$ cat src/rtl/rom_loader_pkg.sv
// Shared types, swap-mode encodings and the download-word swap network for rom_loader_mc.
package rom_loader_pkg;

  typedef enum logic [1:0] {
    IDLE     = 2'd0,
    READY    = 2'd1,
    WAIT_ACK = 2'd2,
    FINISH   = 2'd3
  } ldr_state_t;

  localparam logic [1:0] SWAP_NONE  = 2'd0;
  localparam logic [1:0] SWAP_BYTE  = 2'd1;
  localparam logic [1:0] SWAP_BITB  = 2'd2;
  localparam logic [1:0] SWAP_BIT16 = 2'd3;

  // SWAP_BIT16 is the legacy "ROM data swap" ordering: bit i <- bit 15-i.
  function automatic logic [15:0] swap16(input logic [15:0] data, input logic [1:0] mode);
    logic [15:0] r;
    r = data;
    case (mode)
      SWAP_BYTE: r = {data[7:0], data[15:8]};
      SWAP_BITB: begin
        for (int i = 0; i < 8; i++) begin
          r[i]     = data[7 - i];
          r[8 + i] = data[15 - i];
        end
      end
      SWAP_BIT16: begin
        for (int i = 0; i < 16; i++) r[i] = data[15 - i];
      end
      default: r = data;
    endcase
    return r;
  endfunction

endpackage

$ cat src/rtl/rom_loader_mc_tracker.sv
// Per-target toggle request generator; pending is high while the target owes an ack.
module toggle_hs_tracker (
  input  logic clk_ram,
  input  logic reset,
  input  logic fire,
  input  logic ack,
  output logic req,
  output logic pending
);

  always_ff @(posedge clk_ram) begin
    if (reset)     req <= 1'b0;
    else if (fire) req <= ~req;
  end

  assign pending = req ^ ack;

endmodule

$ cat src/rtl/rom_loader_mc.sv
// Multi-target ROM download sequencer: fans each download word out to the enabled
// memory targets and stalls the download stream until all of them have acknowledged.
module rom_loader_mc
  import rom_loader_pkg::*;
#(
  parameter int ADDR_W  = 24,
  parameter int NUM_TGT = 2,
  parameter int TIMEOUT = 4096
) (
  input  logic               clk_ram,
  input  logic               reset,
  input  logic               dl_active,
  input  logic               dl_wr,
  input  logic [15:0]        dl_data,
  output logic               dl_wait,
  input  logic [1:0]         swap_mode,
  input  logic [NUM_TGT-1:0] tgt_en,
  output logic [NUM_TGT-1:0] tgt_req,
  input  logic [NUM_TGT-1:0] tgt_ack,
  output logic [ADDR_W-1:0]  tgt_addr,
  output logic [15:0]        tgt_data,
  output logic               done,
  output logic [ADDR_W-1:0]  rom_size,
  output logic               hdr_512,
  output logic               err_timeout,
  output logic               err_overrun
);

  localparam int CNT_W = (TIMEOUT > 2) ? $clog2(TIMEOUT) : 1;
  localparam logic [CNT_W-1:0] CNT_LAST = CNT_W'(TIMEOUT - 1);

  ldr_state_t         state;
  logic               active_q;
  logic [NUM_TGT-1:0] en_q;
  logic [NUM_TGT-1:0] pending;
  logic [NUM_TGT-1:0] fire;
  logic [CNT_W-1:0]   cnt;
  logic               accept;
  logic               ack_match;

  assign accept    = (state == READY) && dl_wr;
  assign fire      = accept ? en_q : '0;
  assign ack_match = ((pending & en_q) == '0);

  for (genvar i = 0; i < NUM_TGT; i++) begin : g_tgt
    toggle_hs_tracker u_trk (
      .clk_ram (clk_ram),
      .reset   (reset),
      .fire    (fire[i]),
      .ack     (tgt_ack[i]),
      .req     (tgt_req[i]),
      .pending (pending[i])
    );
  end

  always_ff @(posedge clk_ram) begin
    if (reset) begin
      state       <= IDLE;
      active_q    <= 1'b0;
      en_q        <= '0;
      tgt_addr    <= '0;
      tgt_data    <= '0;
      dl_wait     <= 1'b0;
      done        <= 1'b0;
      rom_size    <= '0;
      hdr_512     <= 1'b0;
      err_timeout <= 1'b0;
      err_overrun <= 1'b0;
      cnt         <= '0;
    end else begin
      active_q <= dl_active;
      done     <= 1'b0;
      case (state)
        IDLE: begin
          if (dl_active && !active_q) begin
            tgt_addr    <= '0;
            err_timeout <= 1'b0;
            err_overrun <= 1'b0;
            rom_size    <= '0;
            hdr_512     <= 1'b0;
            en_q        <= tgt_en;
            state       <= READY;
          end
        end
        READY: begin
          // A word arriving with the falling edge is still taken; FINISH follows the handshake.
          if (dl_wr) begin
            tgt_data <= swap16(dl_data, swap_mode);
            dl_wait  <= 1'b1;
            cnt      <= '0;
            state    <= WAIT_ACK;
          end else if (!dl_active) begin
            state <= FINISH;
          end
        end
        WAIT_ACK: begin
          if (dl_wr) err_overrun <= 1'b1;
          if (ack_match) begin
            tgt_addr <= tgt_addr + ADDR_W'(2);
            dl_wait  <= 1'b0;
            state    <= READY;
          end else if (cnt == CNT_LAST) begin
            // Silent targets are dropped so the rest of the download is not throttled by them.
            err_timeout <= 1'b1;
            en_q        <= en_q & ~pending;
            tgt_addr    <= tgt_addr + ADDR_W'(2);
            dl_wait     <= 1'b0;
            state       <= READY;
          end else begin
            cnt <= cnt + 1'b1;
          end
        end
        FINISH: begin
          rom_size <= tgt_addr;
          hdr_512  <= tgt_addr[9];
          done     <= 1'b1;
          state    <= IDLE;
        end
        default: state <= IDLE;
      endcase
    end
  end

endmodule

$ cat config.mk
export PLATFORM = sky130hd
export DESIGN_NAME = rom_loader_mc
export DESIGN_NICKNAME = d
export VERILOG_FILES = /design/src/rtl/rom_loader_pkg.sv /design/src/rtl/rom_loader_mc_tracker.sv /design/src/rtl/rom_loader_mc.sv
export SDC_FILE = /design/constraint.sdc
export NUM_CORES = 1
export LEC_CHECK = 0
export ABC_AREA = 1
export BUFFER_PORTS_ARGS = -buffer_cell sky130_fd_sc_hd__buf_4
export CAP_MARGIN = 20
export CORE_UTILIZATION = 54
export DETAILED_ROUTE_END_ITERATION = 7
export PLACE_DENSITY = 0.8
export SLEW_MARGIN = 20
export SYNTH_ARGS = -nofsm -noshare
export SYNTH_HDL_FRONTEND = slang
export SYNTH_SLANG_ARGS = --single-unit
$ cat constraint.sdc
create_clock -name clk_ram -period 1.9 [get_ports clk_ram]
set_input_delay 0.095 -clock clk_ram [delete_from_list [all_inputs] [get_ports clk_ram]]
set_output_delay 0.095 -clock clk_ram [all_outputs]
set_load 0.01 [all_outputs]
==> results by group, run 1 <==
Placement
  • Port Buffers: between 90 and 100
  • Placed Instances: 839
  • Routability Congestion: about 0.92
  • Post-placement setup slack: 48.0 ps
  • DP HPWL: a little over 8000 um

Setup path
  • CP required: approximately 2200 ps
  • CP Capture Type: register
  • Top cell by count, worst path: nand2_1
  • Reg2reg setup slack: 130 ps
  • Worst path top cell family by delay: simple AND/OR/NAND/NOR gates
  • Worst Path Buf+Inv: 1
  • CP max FO: 4
  • Worst path max stage delay: approximately 400 ps
  • Worst path slowest cell: dfxtp_1
  • WS Path Type: register to register
  • CP arrival: about 2000 ps
  • Worst-path cell chain: ha_1, nand2_1, nor2_2, nand2_1, inv_1, nand3_1, o21ai_0, a21oi_1
  • Critical Path Start Type: register

Layout
  • Layout cells sized above 1: 0.198
  • Final Net Count: about 800
  • Fill count: ~640
  • Area Growth Syn to Fin: 25.0%
  • Final std cells w/o fill: approximately 860
  • N_diodes: 0
  • Layout Utilization: 0.696

Global routing
  • First-pass GRT wire length: a little under 20000 um
  • Met3 GRT Util: 0.0578
  • Pin count of the biggest net entering global routing: 23
  • Initial antenna violation count: 0
  • GRT Max-Usage Layer: met2
  • Vias in the first global route: between 4000 and 5000
  • All-layer global routing usage: 0.286
  • GRT met1 Usage: 0.384
  • Routing usage on met2: 0.454
  • Gr ovfl total: 0

Floorplanning
  • Die X: ~91 um
  • IO Count: 97
  • Core box area: slightly below 8000 um2
  • Die H: between 90 and 100 um
  • Initial Util: 0.557
  • Die Area: approximately 8300 um2
  • FP Rows: 32

Yosys
  • Seq/Total Area, Yosys: 0.395
  • Post-synth top cells: 197 x nand2_1, 85 x dfxtp_1, 66 x inv_1
  • Post-Syn Instances: about 660
  • Number of flops mapped to enable cells by yosys: 0
  • Ys async rst share: 0
  • YS warnings: 0
  • Yosys top cell by area: dfxtp_1
  • Top_reg_cell synth: dfxtp_1
  • Most common cell in the netlist: nand2_1
  • Area contributors post-synth: dfxtp_1 40%, nand2_1 17%, nand3_1 7.2%
  • Synthesized cell area: 4310 um2
  • Share of Yosys cell area claimed by the top area cell type: 0.395
  • Register bit total from synthesis: 85
  • Cell variety after synth: 35
  • Syn_area_per_cell: roughly 6.6 um2

Clock network
  • Skew-Pair Late Insertion Delay: about 370 ps
  • Clk slew on worst S/H paths: 100 ps
  • Clock H-tree levels: 3
  • Clock Path Buffers: 2
  • CTS Sinks: 85
  • CTS tree: built
  • Root Driver: clkbuf_8
  • CTS buffer count: 9

STA
  • Worst slew pin tran: 605 ps
  • Crit path time final: 1770 ps
  • Max-slew headroom: 0.595
  • RSZ-0062 raised after global routing: no
  • Final Skew: about 13 ps
  • F_max: 565 MHz
  • Final setup viols: 0
  • Crit share post-route: 0.931
  • Final Hold Fails: 0
  • PnR worst setup slack: around 130 ps
  • Setup TNS: 0 ps
  • Count of pins over their slew limit: 0

Route
  • Via count: between 4000 and 5000
  • Drt wl/cell: about 14 um
  • Iteration-0 DRC Markers: around 280
  • DRC viols: 0
  • Routed WL: roughly 12000 um
  • Routed Antenna Nets: 0
  • First-pass DRT Iterations: 5
  • DR vias/cell: between 5 and 6

Worst hold path
  • Hold Crit Class: primary input to register

Power
  • Pwr Density: 677 nW/um2
  • Total power: 3.64 mW
  • Leakage: about 2.4 nW
  • VDD IR max: 0.436 mV

Flow run
  • Max Cap Violations: 0

Status
  • Outcome: finished, final reports clean
==> stage by stage <==
| stage | hold WS (ps) | area [um2] |
|---|---|---|
| 3_3_place_gp | 334 | 5130 |
| 4_1_cts | 11.7 | 5350 |
| 6_report | 19.6 | 5380 |
| 5_1_grt | 11.1 | 5380 |
| 2_1_floorplan | 184 | 4310 |
| 3_5_place_dp | 335 | 5130 |
==> cell families (layout without fill, tap and decap cells) <==
group                    after synthesis  in the layout  synth area share
other                                  1              2          0.000871
adder cells (fa/ha/maj)                2              2           0.00581
AO/OA/AOI/OAI                        126            126             0.161
buffers and inverters                101            201            0.0994
flip-flops                            85             85             0.395
AND/OR/NAND/NOR                      337            337             0.332
XOR/XNOR                               3              3           0.00610
==> what timing repair did <==
item	in CTS	in global routing
setup buffers	0	1
gates resized for setup	0	8
endpoints found under the setup margin	0	17
hold endpoints to repair	2	0
hold buffers	2	0
==> layout make-up <==
type / count / area [um2] / area share
Sequential cell: 85 / 1700 / 0.317
Tap cell: 102 / 128 / 0.0237
Inverter: 73 / 274 / 0.0509
Clock inverter: 7 / 81.3 / 0.0151
Timing Repair Buffer: 112 / 871 / 0.162
Clock buffer: 9 / 124 / 0.0230
Multi-Input combinational cell: 470 / 2200 / 0.409
==> registers in the layout, summed over array words and instances, names as in the netlist, 2 cells and up <==
register	cells
en_q	2
state	2
g_tgt.u_trk.req	2
rom_size	22
cnt	12
tgt_addr	23
tgt_data	16
==> report_power, final <==
group | switching (mW) | total [mW] | internal [mW]
clock | 0.724 | 1.35 | 0.626
sequential | 0.0320 | 1.85 | 1.82
combinational | 0.273 | 0.440 | 0.167
==> worst register-to-register path, stage by stage (launching register included) <==
cell	delay [ps]
dfxtp_1	410
ha_1	260
nand2_1	130
nor2_2	170
nand2_1	160
inv_1	170
nand3_1	120
o21ai_0	160
a21oi_1	90
==> layout by cell type, fill, tap and decap left out, types with 2 or more instances in the layout <==
master and count:
nand2_1 195, buf_4 108, dfxtp_1 84, inv_1 66, nand3_1 61, o21ai_0 55
nor2_1 51, a21oi_1 48, a41oi_1 12, clkbuf_8 9, inv_2 6, nand4_1 6
nor2_2 5, nor3_1 5, nand2_2 4, o21ai_1 4, nor2_4 3, inv_6 3
nand3_2 2, xor2_1 2, o22ai_1 2, nor3b_1 2, ha_1 2, conb_1 2
clkinv_4 2, dlygate4sd3_1 2, buf_12 2
==> path summary, 6_finish.rpt <==
kind	start	endpoint	cells after the start
setup / recovery	tgt_addr[2]$_SDFFE_PP0P_	tgt_addr[11]$_SDFFE_PP0P_	8
hold / removal	dl_data[12]	tgt_data[12]$_SDFFE_PP0P_	3
setup reg to reg	tgt_addr[2]$_SDFFE_PP0P_	tgt_addr[11]$_SDFFE_PP0P_	8
hold reg to reg	tgt_data[11]$_SDFFE_PP0P_	tgt_data[11]$_SDFFE_PP0P_	2
==> layer usage <==
| layer | wire, um | vias up | part of all wire |
|---|---|---|---|
| li1 | - | 2325 | - |
| met1 | 5300 | 2133 | 0.46 |
| met2 | 5290 | 196 | 0.45 |
| met3 | 856 | 19 | 0.074 |
| met4 | 180 | 0 | 0.015 |
| met5 | 0 | - | 0 |
(Power assumes the default switching activity.)
==> run 2, diff against run 1 <==
- CELL_PAD_IN_SITES_DETAIL_PLACEMENT: unset -> 0
- CELL_PAD_IN_SITES_GLOBAL_PLACEMENT: unset -> 1
- CORE_UTILIZATION: 54 -> 38
- PLACE_DENSITY: 0.8 -> unset
- PLACE_DENSITY_LB_ADDON: unset -> 0.1
==> results by group, run 2 (same netlist as run 1, synthesis figures left out) <==
Status
  • Outcome: finished, final reports clean

Clock network
  • CTS buffer count: 9
  • CTS Sinks: 85
  • Clock Path Buffers: 2
  • Clk slew on worst S/H paths: about 70 ps
  • Postcts setup bufs: 0
  • Clock H-tree levels: 3
  • Root Driver: clkbuf_16
  • CTS tree: built
  • Skew-Pair Late Insertion Delay: about 350 ps

STA
  • Final Skew: around 5.8 ps
  • Count of pins over their slew limit: 0
  • F_max: between 500 and 600 MHz
  • Crit share post-route: 0.915
  • RSZ-0062 raised after global routing: yes
  • Worst slew pin tran: a little under 600 ps
  • Crit path time final: roughly 1700 ps
  • Max-slew headroom: 0.603
  • Final setup viols: 0
  • Final Hold Fails: 0

Floorplanning
  • Die H: ~110 um
  • IO Count: between 90 and 100
  • Die X: between 100 and 150 um
  • Core box area: between 10000 and 15000 um2
  • Die Area: 11800 um2
  • Initial Util: 0.394
  • FP Rows: 38

Layout
  • Most common cell after layout, fill and taps aside: nand2_1
  • Most frequent cells in the layout: 196 x nand2_1, 111 x buf_4, 85 x dfxtp_1
  • Final std cells w/o fill: 898
  • Biggest register: tgt_addr
  • Area Growth Syn to Fin: 29.3%
  • N_diodes: 0
  • Fill count: around 1100
  • Largest registers: tgt_addr (23), rom_size (22), tgt_data (16)
  • Layout cells sized above 1: 0.197
  • Final Net Count: 781
  • Finished Cell Area: approximately 5600 um2
  • Max FFs per register: 23
  • Layout Utilization: 0.509

Setup path
  • Worst r2r dst: tgt_addr[11]$_SDFFE_PP0P_
  • CP Capture Type: register
  • WS Path Type: register to register
  • R2R cell count: 8
  • Reg2reg setup slack: approximately 160 ps
  • CP max FO: 4
  • CP required: roughly 2100 ps
  • Setup crit end: tgt_addr[11]$_SDFFE_PP0P_
  • Worst setup startpoint: tgt_addr[2]$_SDFFE_PP0P_
  • Worst R2R Start: tgt_addr[2]$_SDFFE_PP0P_
  • Critical Path Start Type: register
  • CP arrival: about 2000 ps

Global routing
  • Pin count of the biggest net entering global routing: between 50 and 60
  • Gr ovfl total: 0
  • Initial antenna violation count: 0
  • Vias in the first global route: roughly 4200
  • All-layer global routing usage: 0.228
  • First-pass GRT wire length: roughly 21000 um

Route
  • First-pass DRT Iterations: 5
  • Routed WL: 12700 um
  • DR vias/cell: ~5.1
  • Routed Antenna Nets: 0
  • DRC viols: 0
  • Via count: 4563
  • Drt wl/cell: around 14 um
  • Iteration-0 DRC Markers: ~270

Power
  • VDD IR max: 0.507 mV
  • Pwr Density: slightly below 800 nW/um2
  • Leakage: between 2 and 2.5 nW

Worst hold path
  • Hold Crit Class: primary input to register
  • Hold Path Depth: 3

Placement
  • Routability Congestion: 0.853
  • Placed Instances: around 900
  • Port Buffers: 94
  • DP HPWL: between 8000 and 9000 um
  • Dpl cell area: approximately 5200 um2

Flow run
  • Max Cap Violations: 0
==> run 2: metal layers <==
metal / track usage / up-vias / share of wire
li1: - / 2329 / -
met1: 0.309 / 2065 / 0.49
met2: 0.349 / 154 / 0.44
met3: 0.0711 / 15 / 0.067
met4: 0.0598 / 0 / 0.013
met5: 0 / - / 0
==> run 2: worst min path at each step <==
| stage | start | to | slack (ps) |
|---|---|---|---|
| floorplan | reset | done$_SDFF_PP0_ | 180 |
| global placement | dl_wr | err_overrun$_SDFFE_PP0P_ | 350 |
| detailed placement | dl_wr | err_overrun$_SDFFE_PP0P_ | 340 |
| CTS | dl_active | active_q$_SDFF_PP0_ | 3 |
| global route | dl_active | active_q$_SDFF_PP0_ | 10 |
| finish | dl_active | active_q$_SDFF_PP0_ | 5 |
==> run 2: metrics by stage <==
step	worst slack [ps]	power (mW)	setup TNS [ps]	hold WS [ps]
final	162	4.39	0	4.64
after global routing	-27.8	4.54	-41.9	11.4
after CTS	115	4.42	0	3.09
after detailed placement	155	2.34	0	344
after global placement	240	2.34	0	348
after floorplan	394	2.14	0	184
==> run 2: layout make-up <==
| cell class | instances | area (um2) | area share |
|---|---|---|---|
| multi-input combinational | 470 | 2180 | 0.392 |
| sequential | 85 | 1700 | 0.306 |
| timing repair buffer | 114 | 883 | 0.159 |
| inverter | 73 | 274 | 0.0492 |
| clock buffer | 10 | 239 | 0.0429 |
| tap | 140 | 175 | 0.0315 |
| clock inverter | 6 | 110 | 0.0198 |
==> run 2: report_power, final <==
group          internal (mW)  switching, mW
registers               1.82         0.0294
clock network           1.32          0.763
logic                  0.170          0.283
==> run 2: worst max-delay path: stages (launching register included) <==
cell and delay [ps]:
dfxtp_1 380, ha_1 240, nand2_1 110, nor2_1 180
nand2_1 160, inv_1 180, nand3_1 130, o21ai_0 160
a21oi_1 80
==> run 2: repair_timing <==
| item | in CTS | in global routing |
|---|---|---|
| hold buffers | 1 | 0 |
| endpoints found under the hold margin | 1 | 0 |
| endpoints found under the setup margin | 0 | 4 |
| gates resized for setup | 0 | 2 |
